`config.mk`:
```
export PLATFORM = sky130hd
export DESIGN_NAME = alu_pipe_mc
export DESIGN_NICKNAME = d
export VERILOG_FILES = /design/src/rtl/alu_pipe_mc.sv
export SDC_FILE = /design/constraint.sdc
export NUM_CORES = 1
export LEC_CHECK = 0
export CAP_MARGIN = 20
export CORE_ASPECT_RATIO = 1.5
export CORE_MARGIN = 2
export CORE_UTILIZATION = 35
export CTS_CLUSTER_DIAMETER = 150
export DETAILED_ROUTE_END_ITERATION = 10
export HOLD_SLACK_MARGIN = 0.15
export PLACE_DENSITY = 0.52
export SLEW_MARGIN = 20
export SYNTH_ARGS = -nofsm -noshare
export SYNTH_HDL_FRONTEND = slang
export SYNTH_SLANG_ARGS = --single-unit
```
`constraint.sdc`:
```
create_clock -name clk -period 6.5 [get_ports clk]
set_input_delay 1.3 -clock clk [delete_from_list [all_inputs] [get_ports clk]]
set_output_delay 1.3 -clock clk [all_outputs]
set_load 0.01 [all_outputs]
```
`src/rtl/alu_pipe_mc.sv`:
```
// alu_pipe_mc: handshaked ALU that sits between operand fetch and writeback.
// It accepts one operation per transaction and returns a registered result with flags.
// Logic, add/sub, compare and illegal opcodes take one cycle.
// MUL is an unsigned shift-add over WIDTH cycles and returns a 2*WIDTH product.
//
// Ports:
//   clk          clock, all state updates on the rising edge
//   rst          synchronous, active-low reset; aborts any operation in flight
//   in_valid     request valid
//   in_ready     request channel ready (high only in IDLE)
//   src1, src2   operands
//   alu_control  4-bit opcode
//   out_valid    result valid
//   out_ready    consumer accepts result
//   result       result (low half for MUL)
//   result_hi    MUL high half, 0 otherwise
//   zero         result == 0
//   cout         carry out (ADD/SUB only)
//   overflow     signed overflow (ADD/SUB), result_hi != 0 (MUL)
//   illegal      opcode outside the supported set
module alu_pipe_mc #(
    parameter int unsigned WIDTH = 32
) (
    input  logic             clk,
    input  logic             rst,
    input  logic             in_valid,
    output logic             in_ready,
    input  logic [WIDTH-1:0] src1,
    input  logic [WIDTH-1:0] src2,
    input  logic [3:0]       alu_control,
    output logic             out_valid,
    input  logic             out_ready,
    output logic [WIDTH-1:0] result,
    output logic [WIDTH-1:0] result_hi,
    output logic             zero,
    output logic             cout,
    output logic             overflow,
    output logic             illegal
);

    localparam int unsigned CNT_W = $clog2(WIDTH) + 1;

    localparam logic [3:0] OpAnd  = 4'b0000;
    localparam logic [3:0] OpOr   = 4'b0001;
    localparam logic [3:0] OpAdd  = 4'b0010;
    localparam logic [3:0] OpMul  = 4'b0011;
    localparam logic [3:0] OpSub  = 4'b0110;
    localparam logic [3:0] OpSlt  = 4'b0111;
    localparam logic [3:0] OpSltu = 4'b1000;
    localparam logic [3:0] OpNor  = 4'b1100;
    localparam logic [3:0] OpNand = 4'b1101;

    typedef enum logic [1:0] {StIdle, StMul, StDone} state_e;

    state_e               state_q, state_d;
    logic [2*WIDTH-1:0]   mcand_q, mcand_d;
    logic [WIDTH-1:0]     mplier_q, mplier_d;
    logic [2*WIDTH-1:0]   acc_q, acc_d;
    logic [CNT_W-1:0]     cnt_q, cnt_d;
    logic [WIDTH-1:0]     result_q, result_d;
    logic [WIDTH-1:0]     result_hi_q, result_hi_d;
    logic                 zero_q, zero_d;
    logic                 cout_q, cout_d;
    logic                 overflow_q, overflow_d;
    logic                 illegal_q, illegal_d;

    // Single-cycle datapath
    logic [WIDTH:0]       sum;
    logic [WIDTH:0]       diff;
    logic [WIDTH-1:0]     op_res;
    logic                 op_cout;
    logic                 op_ov;
    logic                 op_ill;
    logic [2*WIDTH-1:0]   acc_sum;

    always_comb begin
        sum     = {1'b0, src1} + {1'b0, src2};
        diff    = {1'b0, src1} + {1'b0, ~src2} + (WIDTH + 1)'(1);
        op_res  = '0;
        op_cout = 1'b0;
        op_ov   = 1'b0;
        op_ill  = 1'b0;
        unique case (alu_control)
            OpAnd:  op_res = src1 & src2;
            OpOr:   op_res = src1 | src2;
            OpNor:  op_res = ~(src1 | src2);
            OpNand: op_res = ~(src1 & src2);
            OpAdd: begin
                op_res  = sum[WIDTH-1:0];
                op_cout = sum[WIDTH];
                op_ov   = (src1[WIDTH-1] == src2[WIDTH-1]) && (sum[WIDTH-1] != src1[WIDTH-1]);
            end
            OpSub: begin
                // cout = 1 means no borrow
                op_res  = diff[WIDTH-1:0];
                op_cout = diff[WIDTH];
                op_ov   = (src1[WIDTH-1] != src2[WIDTH-1]) && (diff[WIDTH-1] != src1[WIDTH-1]);
            end
            OpSlt:  op_res = {{(WIDTH-1){1'b0}}, $signed(src1) < $signed(src2)};
            OpSltu: op_res = {{(WIDTH-1){1'b0}}, src1 < src2};
            default: op_ill = 1'b1;
        endcase
    end

    assign acc_sum = acc_q + (mplier_q[0] ? mcand_q : '0);

    always_comb begin
        state_d     = state_q;
        mcand_d     = mcand_q;
        mplier_d    = mplier_q;
        acc_d       = acc_q;
        cnt_d       = cnt_q;
        result_d    = result_q;
        result_hi_d = result_hi_q;
        zero_d      = zero_q;
        cout_d      = cout_q;
        overflow_d  = overflow_q;
        illegal_d   = illegal_q;
        unique case (state_q)
            StIdle: begin
                if (in_valid) begin
                    if (alu_control == OpMul) begin
                        mcand_d  = {{WIDTH{1'b0}}, src1};
                        mplier_d = src2;
                        acc_d    = '0;
                        cnt_d    = '0;
                        state_d  = StMul;
                    end else begin
                        result_d    = op_res;
                        result_hi_d = '0;
                        zero_d      = (op_res == '0);
                        cout_d      = op_cout;
                        overflow_d  = op_ov;
                        illegal_d   = op_ill;
                        state_d     = StDone;
                    end
                end
            end
            StMul: begin
                acc_d    = acc_sum;
                mcand_d  = mcand_q << 1;
                mplier_d = mplier_q >> 1;
                cnt_d    = cnt_q + CNT_W'(1);
                // Outputs change only on the final step so no partial product is shown
                if (cnt_q == CNT_W'(WIDTH - 1)) begin
                    result_d    = acc_sum[WIDTH-1:0];
                    result_hi_d = acc_sum[2*WIDTH-1:WIDTH];
                    zero_d      = (acc_sum[WIDTH-1:0] == '0);
                    cout_d      = 1'b0;
                    overflow_d  = (acc_sum[2*WIDTH-1:WIDTH] != '0);
                    illegal_d   = 1'b0;
                    state_d     = StDone;
                end
            end
            StDone: begin
                if (out_ready) begin
                    state_d = StIdle;
                end
            end
            default: state_d = StIdle;
        endcase
    end

    always_ff @(posedge clk) begin
        if (!rst) begin
            state_q     <= StIdle;
            mcand_q     <= '0;
            mplier_q    <= '0;
            acc_q       <= '0;
            cnt_q       <= '0;
            result_q    <= '0;
            result_hi_q <= '0;
            zero_q      <= 1'b0;
            cout_q      <= 1'b0;
            overflow_q  <= 1'b0;
            illegal_q   <= 1'b0;
        end else begin
            state_q     <= state_d;
            mcand_q     <= mcand_d;
            mplier_q    <= mplier_d;
            acc_q       <= acc_d;
            cnt_q       <= cnt_d;
            result_q    <= result_d;
            result_hi_q <= result_hi_d;
            zero_q      <= zero_d;
            cout_q      <= cout_d;
            overflow_q  <= overflow_d;
            illegal_q   <= illegal_d;
        end
    end

    assign in_ready  = (state_q == StIdle);
    assign out_valid = (state_q == StDone);
    assign result    = result_q;
    assign result_hi = result_hi_q;
    assign zero      = zero_q;
    assign cout      = cout_q;
    assign overflow  = overflow_q;
    assign illegal   = illegal_q;

endmodule

```
==> flow_summary_export.csv, run 1 <==
group,metric,value,unit
cts,cts_hold_buffers,0,
critical_path,worst_path_most_repeated_cell,"buf_4",
grt,grt_max_degree,166,
pwr,intPower,0.00269,W
cts,cts_sinks,236,
final_layout,drive_above_1_share,0.0645,
drt,drc,0,
critical_path,critPathRequiredTime,6.97,ns
floorplanning,die_width,198,µm
drt,avgViaCountPerCell,5.91,
final_layout,num-fill-cells,5929,
timing,final_max_slew_viol_count,0,
grt,grt_pass1_wl,125,mm
drt,ant_nets,0,
grt,grt-busiest-layer,"met2",
logic_synthesis,synth_top_cell_by_area,"dfxtp_1",
placed_design,place_hpwl,63.1,mm
logic_synthesis,synth_cells,2762,
floorplanning,core,55700,µm²
timing,worstMarginPinSlew,1.08,ns
timing,fmax,169,MHz
cts,cts_max_level,1,
critical_path,crit_chain,"buf_4, and2_1, ha_1, nand4_1, nor4b_1, buf_4, nand3_1, o22ai_1, o21ai_0, a211o_1, or4b_1, or4b_1, or4_1, nor4_1, buf_4, nor3_1",
logic_synthesis,yosysWarningCount,0,
pwr,power.net_switching,0.00128,W
timing,setup_tns,0,ns
critical_path,end_kind,"register",
final_layout,design_area,23000,µm²
pwr,clkPwrFrac,0.401,
final_layout,mostFrequentLayoutCells,"nand2_1, nor2_1, a21oi_1, dfxtp_1, ha_1",
timing,fin_crit,5.92,ns
final_layout,area_growth,16.6,%
logic_synthesis,ys_ff_latch,236,
final_layout,antenna_cells,0,
final_layout,final_common_cell,"nand2_1",
timing,hold_viol,0,
pwr,power_frac_seq,0.378,
grt,grt_use_total,0.280,
logic_synthesis,synth_area,19700,µm²
logic_synthesis,async_flop_share,0,
logic_synthesis,syn_nets,3000,
floorplanning,die-area,58200,µm²
critical_path,slowest_delay,0.90,ns
grt,use_met1,0.305,
logic_synthesis,synth_top_area_share,0.240,
cts,post_cts_buffers,0,
pwr,p_comb_frac,0.221,
grt,overflow,0,
logic_synthesis,synth.avg_cell_area,7.13,µm²
final_layout,fin_util,0.412,
placed_design,placedCellCount,3508,
logic_synthesis,seq_area_frac_synth,0.240,
floorplanning,initial_core_util,0.353,
cts,cts_tree,"done",
placed_design,dpl-instance-area,22100,µm²
final_layout,final_nets,3073,
status,outcome,"complete, no violations",
cts,ctsResizeCount,0,
grt,grtUsageMet2,0.540,
critical_path,critPathMaxFanout,27,
critical_path,cp.arrival,6.40,ns
pwr,power,0.00397,W
grt,use_met3,0.0244,
cts,cts_made_buffers,27,
placed_design,place_congestion,0.951,
floorplanning,num_rows,106,
pwr,p_leak,9.21,nW
drt,wl_per_cell,23.4,µm
final_layout,stdcell_count,3555,
pwr,p_sw_frac,0.323,
critical_path,critPathKind,"register to register",
grt,antenna_found_initial,0,
logic_synthesis,synthFlopType,"dfxtp_1",
flow_run,drv_cap,0,
timing,skew,0.0211,ns
cts,insertion_delay,0.59,ns
drt,drt_iter0_drc,1457,
min_path,hold_path_class,"register to register",
timing,setup_violations,0,
cts,clkTransAtPathRegs,0.07,ns
timing,rsz0062_at_grt,"false",
drt,dr.pass1.iters,6,
critical_path,start_kind,"register",
placed_design,port_buffers,141,
grt,grt_pass1_vias,21100,
cts,cts_root_buf,"clkbuf_16",
timing,finalCritPeriodShare,0.911,
logic_synthesis,yosysUniqueCellTypes,86,
drt,wirelength,83.1,mm
critical_path,cpMaxStageDelayCell,"dfxtp_1",
cts,ctsLongestPathBuffers,3,
pwr,ir_worst_vdd,169,µV
floorplanning,die_h,294,µm
drt,vias,21000,
timing,slew_headroom,0.279,
pwr,powerDensity,173,nW/µm²
floorplanning,ios,142,
logic_synthesis,yosys-top-cells-area,"dfxtp_1, ha_1, a21oi_1",
logic_synthesis,synth-edff-count,0,
==> cell type report <==
type / count / area, µm² / share of cell area
inverters: 143 / 542 / 0.0236
repair buffers: 237 / 2170 / 0.0944
clock buffers: 34 / 752 / 0.0328
well taps: 702 / 878 / 0.0383
flip-flops and latches: 236 / 4720 / 0.206
multi-input cells: 2190 / 13700 / 0.599
clock inverters: 13 / 145 / 0.00632
==> registers in the layout, indices dropped and copies added (netlist names) <==
signal     flops
overflow       1
cout           1
illegal        1
acc_q         64
result        32
mcand_q       64
result_hi     32
zero           1
cnt_q          6
mplier_q      32
state_q        2
==> power by group through the flow <==
| stage | registers [W] | logic (W) | clock network (W) |
|---|---|---|---|
| final | 0.00150 | 0.000875 | 0.00159 |
| after global routing | 0.00150 | 0.000943 | 0.00168 |
| after CTS | 0.00150 | 0.000865 | 0.00163 |
| after detailed placement | 0.00153 | 0.000861 | 0 |
| after global placement | 0.00153 | 0.000862 | 0 |
| after floorplan | 0.00153 | 0.000501 | 0 |
==> worst max-delay path: cells and delay by family, from the launching register on <==
family / cells / cell delay (ns)
and+or+nand+nor: 9 / 3.08
adders and majority gates: 1 / 0.28
DFF: 1 / 0.90
AOI/OAI and AO/OA: 3 / 0.85
buffers and inverters: 3 / 0.69
==> cell families (layout without fill, tap and decap cells) <==
family | count (synthesis) | count (layout) | synth area share
DFF | 236 | 236 | 0.240
adders and majority gates | 166 | 166 | 0.107
muxes | 38 | 38 | 0.0194
xor gates and xnor gates | 58 | 58 | 0.0262
buffers and inverters | 336 | 427 | 0.0642
and+or+nand+nor | 1036 | 1036 | 0.240
AOI/OAI and AO/OA | 892 | 892 | 0.303
==> path summary, 6_finish.rpt <==
path	from	cells past startpoint	slack, ns	end
setup / recovery	mplier_q[0]	16	0.58	overflow
hold / removal	result[4]	2	0.45	result[4]
setup reg to reg	mplier_q[0]	16	0.58	overflow
hold reg to reg	result[4]	2	0.45	result[4]
==> cells in the mapped netlist, types with 19 or more instances <==
library cell  number
ha_1             163
o21bai_1          25
nand2_1          363
a22oi_1           75
and2_1            87
a21o_1            41
inv_1            142
clkbuf_1         172
nor2_1           315
dfxtp_1          236
a21oi_1          277
nor4_1            22
a311oi_1          70
xor2_1            21
mux2i_1           36
a211oi_1          33
nor2b_1           19
xnor2_1           36
o21ai_0          131
buf_1             19
nand4_1           41
nand3_1           57
nor3_1            38
o211ai_1          28
==> per-layer routing <==
| layer | vias up | share of wire |
|---|---|---|
| li1 | 10100 | - |
| met1 | 10100 | 0.39 |
| met2 | 666 | 0.53 |
| met3 | 198 | 0.038 |
| met4 | 0 | 0.049 |
| met5 | - | 0 |
==> stage by stage <==
| step | worst slack [ns] | hold slack (ns) |
|---|---|---|
| floorplan | 1.60 | 0.433 |
| global placement | 0.268 | 0.441 |
| detailed placement | 0.138 | 0.448 |
| CTS | 0.512 | 0.458 |
| global route | 0.291 | 0.472 |
| finish | 0.579 | 0.453 |
Note: power is estimated with default switching activity, not from simulation.
==> run 2: changes to the inputs <==
CORE_UTILIZATION = 30   (was 35)
PLACE_DENSITY = 0.46   (was 0.52)
==> run 2 against run 1 <==
Via count is 0.38% lower. Non-clock buffer count is 30 lower. Critical path type unchanged. Sequential cell count stayed put. Critical path depth stayed put. Clock power is 9% higher. Highest routed layer is now met5. Register-to-register slack worse by 0.22 ns. Clock skew is 0.0064 ns lower. Combinational power is 0.6% higher. Die area is 16% higher. Clock-buffer cell count is 1 higher. Sequential power hardly changed. Wire length is 1.6% higher.
==> flow_summary_export.csv, run 2 (same netlist as run 1, synthesis figures left out) <==
group,metric,value,unit
pwr,power.net_switching,0.00132,W
grt,grt-busiest-layer,"met2",
cts,cts_max_level,1,
cts,insertion_delay,0.61,ns
cts,cts_root_buf,"clkbuf_16",
floorplanning,die-area,67700,µm²
flow_run,drv_cap,0,
grt,grt_pass1_vias,21100,
final_layout,largestRegisters,"acc_q: 64 flops, mcand_q: 64 flops",
pwr,intPower,0.00280,W
pwr,p_sw_frac,0.321,
critical_path,start_kind,"register",
final_layout,area_growth,17.2,%
critical_path,critPathMaxFanout,34,
pwr,ir_worst_vdd,199,µV
timing,finalCritPeriodShare,0.945,
grt,grt_max_degree,166,
cts,cts_tree,"done",
drt,wl_per_cell,22.8,µm
floorplanning,die_width,213,µm
drt,drt_iter0_drc,1360,
pwr,power_frac_seq,0.365,
floorplanning,die_h,318,µm
pwr,p_comb_frac,0.214,
drt,vias,20900,
final_layout,fin_util,0.353,
final_layout,final_common_cell,"nand2_1",
drt,ant_nets,0,
timing,slew_headroom,0.336,
grt,grt_pass1_wl,127,mm
timing,hold_viol,0,
cts,cts_sinks,236,
grt,grt_use_total,0.245,
cts,ctsResizeCount,0,
grt,use_met3,0.0238,
grt,overflow,0,
timing,fin_crit,6.14,ns
timing,fmax,163,MHz
drt,drc,0,
critical_path,cp.arrival,6.60,ns
critical_path,critPathKind,"register to register",
critical_path,critPathRequiredTime,6.96,ns
status,outcome,"complete, no violations",
floorplanning,core,65300,µm²
pwr,power,0.00412,W
final_layout,final_nets,3045,
drt,wirelength,84.5,mm
timing,skew,0.0147,ns
pwr,p_leak,9.10,nW
timing,worstMarginPinSlew,0.983,ns
cts,cts_made_buffers,29,
grt,antenna_found_initial,2,
floorplanning,num_rows,115,
grt,grtUsageMet2,0.463,
timing,rsz0062_at_grt,"false",
placed_design,port_buffers,141,
timing,final_max_slew_viol_count,0,
cts,cts_hold_buffers,0,
cts,ctsLongestPathBuffers,3,
final_layout,drive_above_1_share,0.0566,
min_path,hold_path_class,"register to register",
pwr,powerDensity,178,nW/µm²
pwr,clkPwrFrac,0.422,
final_layout,mostFrequentLayoutCells,"nand2_1, nor2_1, a21oi_1, dfxtp_1, ha_1",
grt,use_met1,0.267,
floorplanning,ios,142,
drt,avgViaCountPerCell,5.65,
placed_design,place_hpwl,65.1,mm
cts,post_cts_buffers,0,
critical_path,end_kind,"register",
floorplanning,initial_core_util,0.301,
placed_design,place_congestion,0.959,
final_layout,num-fill-cells,7115,
drt,dr.pass1.iters,6,
timing,setup_violations,0,
cts,clkTransAtPathRegs,0.06,ns
==> run 2: critical path, cell delays in order (launching register included) <==
cell	delay (ns)
dfxtp_2	0.50
and2_1	0.23
ha_1	0.22
fa_1	0.43
a21o_1	0.22
a221o_1	0.39
a211oi_4	0.48
o31ai_1	0.21
o21ai_0	0.23
buf_4	0.16
nand2_1	0.08
xor2_1	0.27
or4b_1	0.69
or4b_1	0.55
or4_1	0.56
nor4_2	0.67
nor3_1	0.08
==> run 2: final timing paths <==
| check | cells past startpoint | to | slack (ns) | start |
|---|---|---|---|---|
| max | 16 | overflow | 0.36 | mplier_q[0] |
| min | 2 | result_hi[14] | 0.45 | result_hi[14] |
| max reg2reg | 16 | overflow | 0.36 | mplier_q[0] |
| min reg2reg | 2 | result_hi[14] | 0.45 | result_hi[14] |
==> run 2: cell type report <==
cell class,count,area [µm²],area share
sequential,236,4730,0.205
antenna,1,2.50,0.000108
clock inverter,17,226,0.00982
tap,877,1100,0.0476
inverter,143,542,0.0235
clock buffer,35,768,0.0333
timing repair buffer,207,1950,0.0847
multi-input combinational,2190,13800,0.596
==> run 2: per-stage QoR <==
stage | hold slack, ns | cells | setup slack (ns) | area [µm²] | setup TNS [ns]
global placement | 0.442 | 3652 | -0.331 | 22000 | -0.331
global route | 0.460 | 3706 | 0.151 | 23100 | 0
detailed placement | 0.444 | 3652 | 0.0138 | 22100 | 0
floorplan | 0.433 | 2762 | 1.60 | 19700 | 0
finish | 0.447 | 3706 | 0.359 | 23100 | 0
CTS | 0.450 | 3704 | 0.00343 | 23000 | 0
==> run 2: power by group through the flow <==
stage / combinational, W / sequential (W) / clock [W]
global route: 0.000954 / 0.00150 / 0.00183
finish: 0.000880 / 0.00150 / 0.00174
global placement: 0.000876 / 0.00153 / 0
floorplan: 0.000501 / 0.00153 / 0
CTS: 0.000876 / 0.00150 / 0.00179
detailed placement: 0.000873 / 0.00153 / 0
==> run 2: routing by layer <==
layer	up-vias	share of wire
li1	10100	-
met1	10100	0.38
met2	625	0.53
met3	167	0.038
met4	2	0.053
met5	-	0.00019
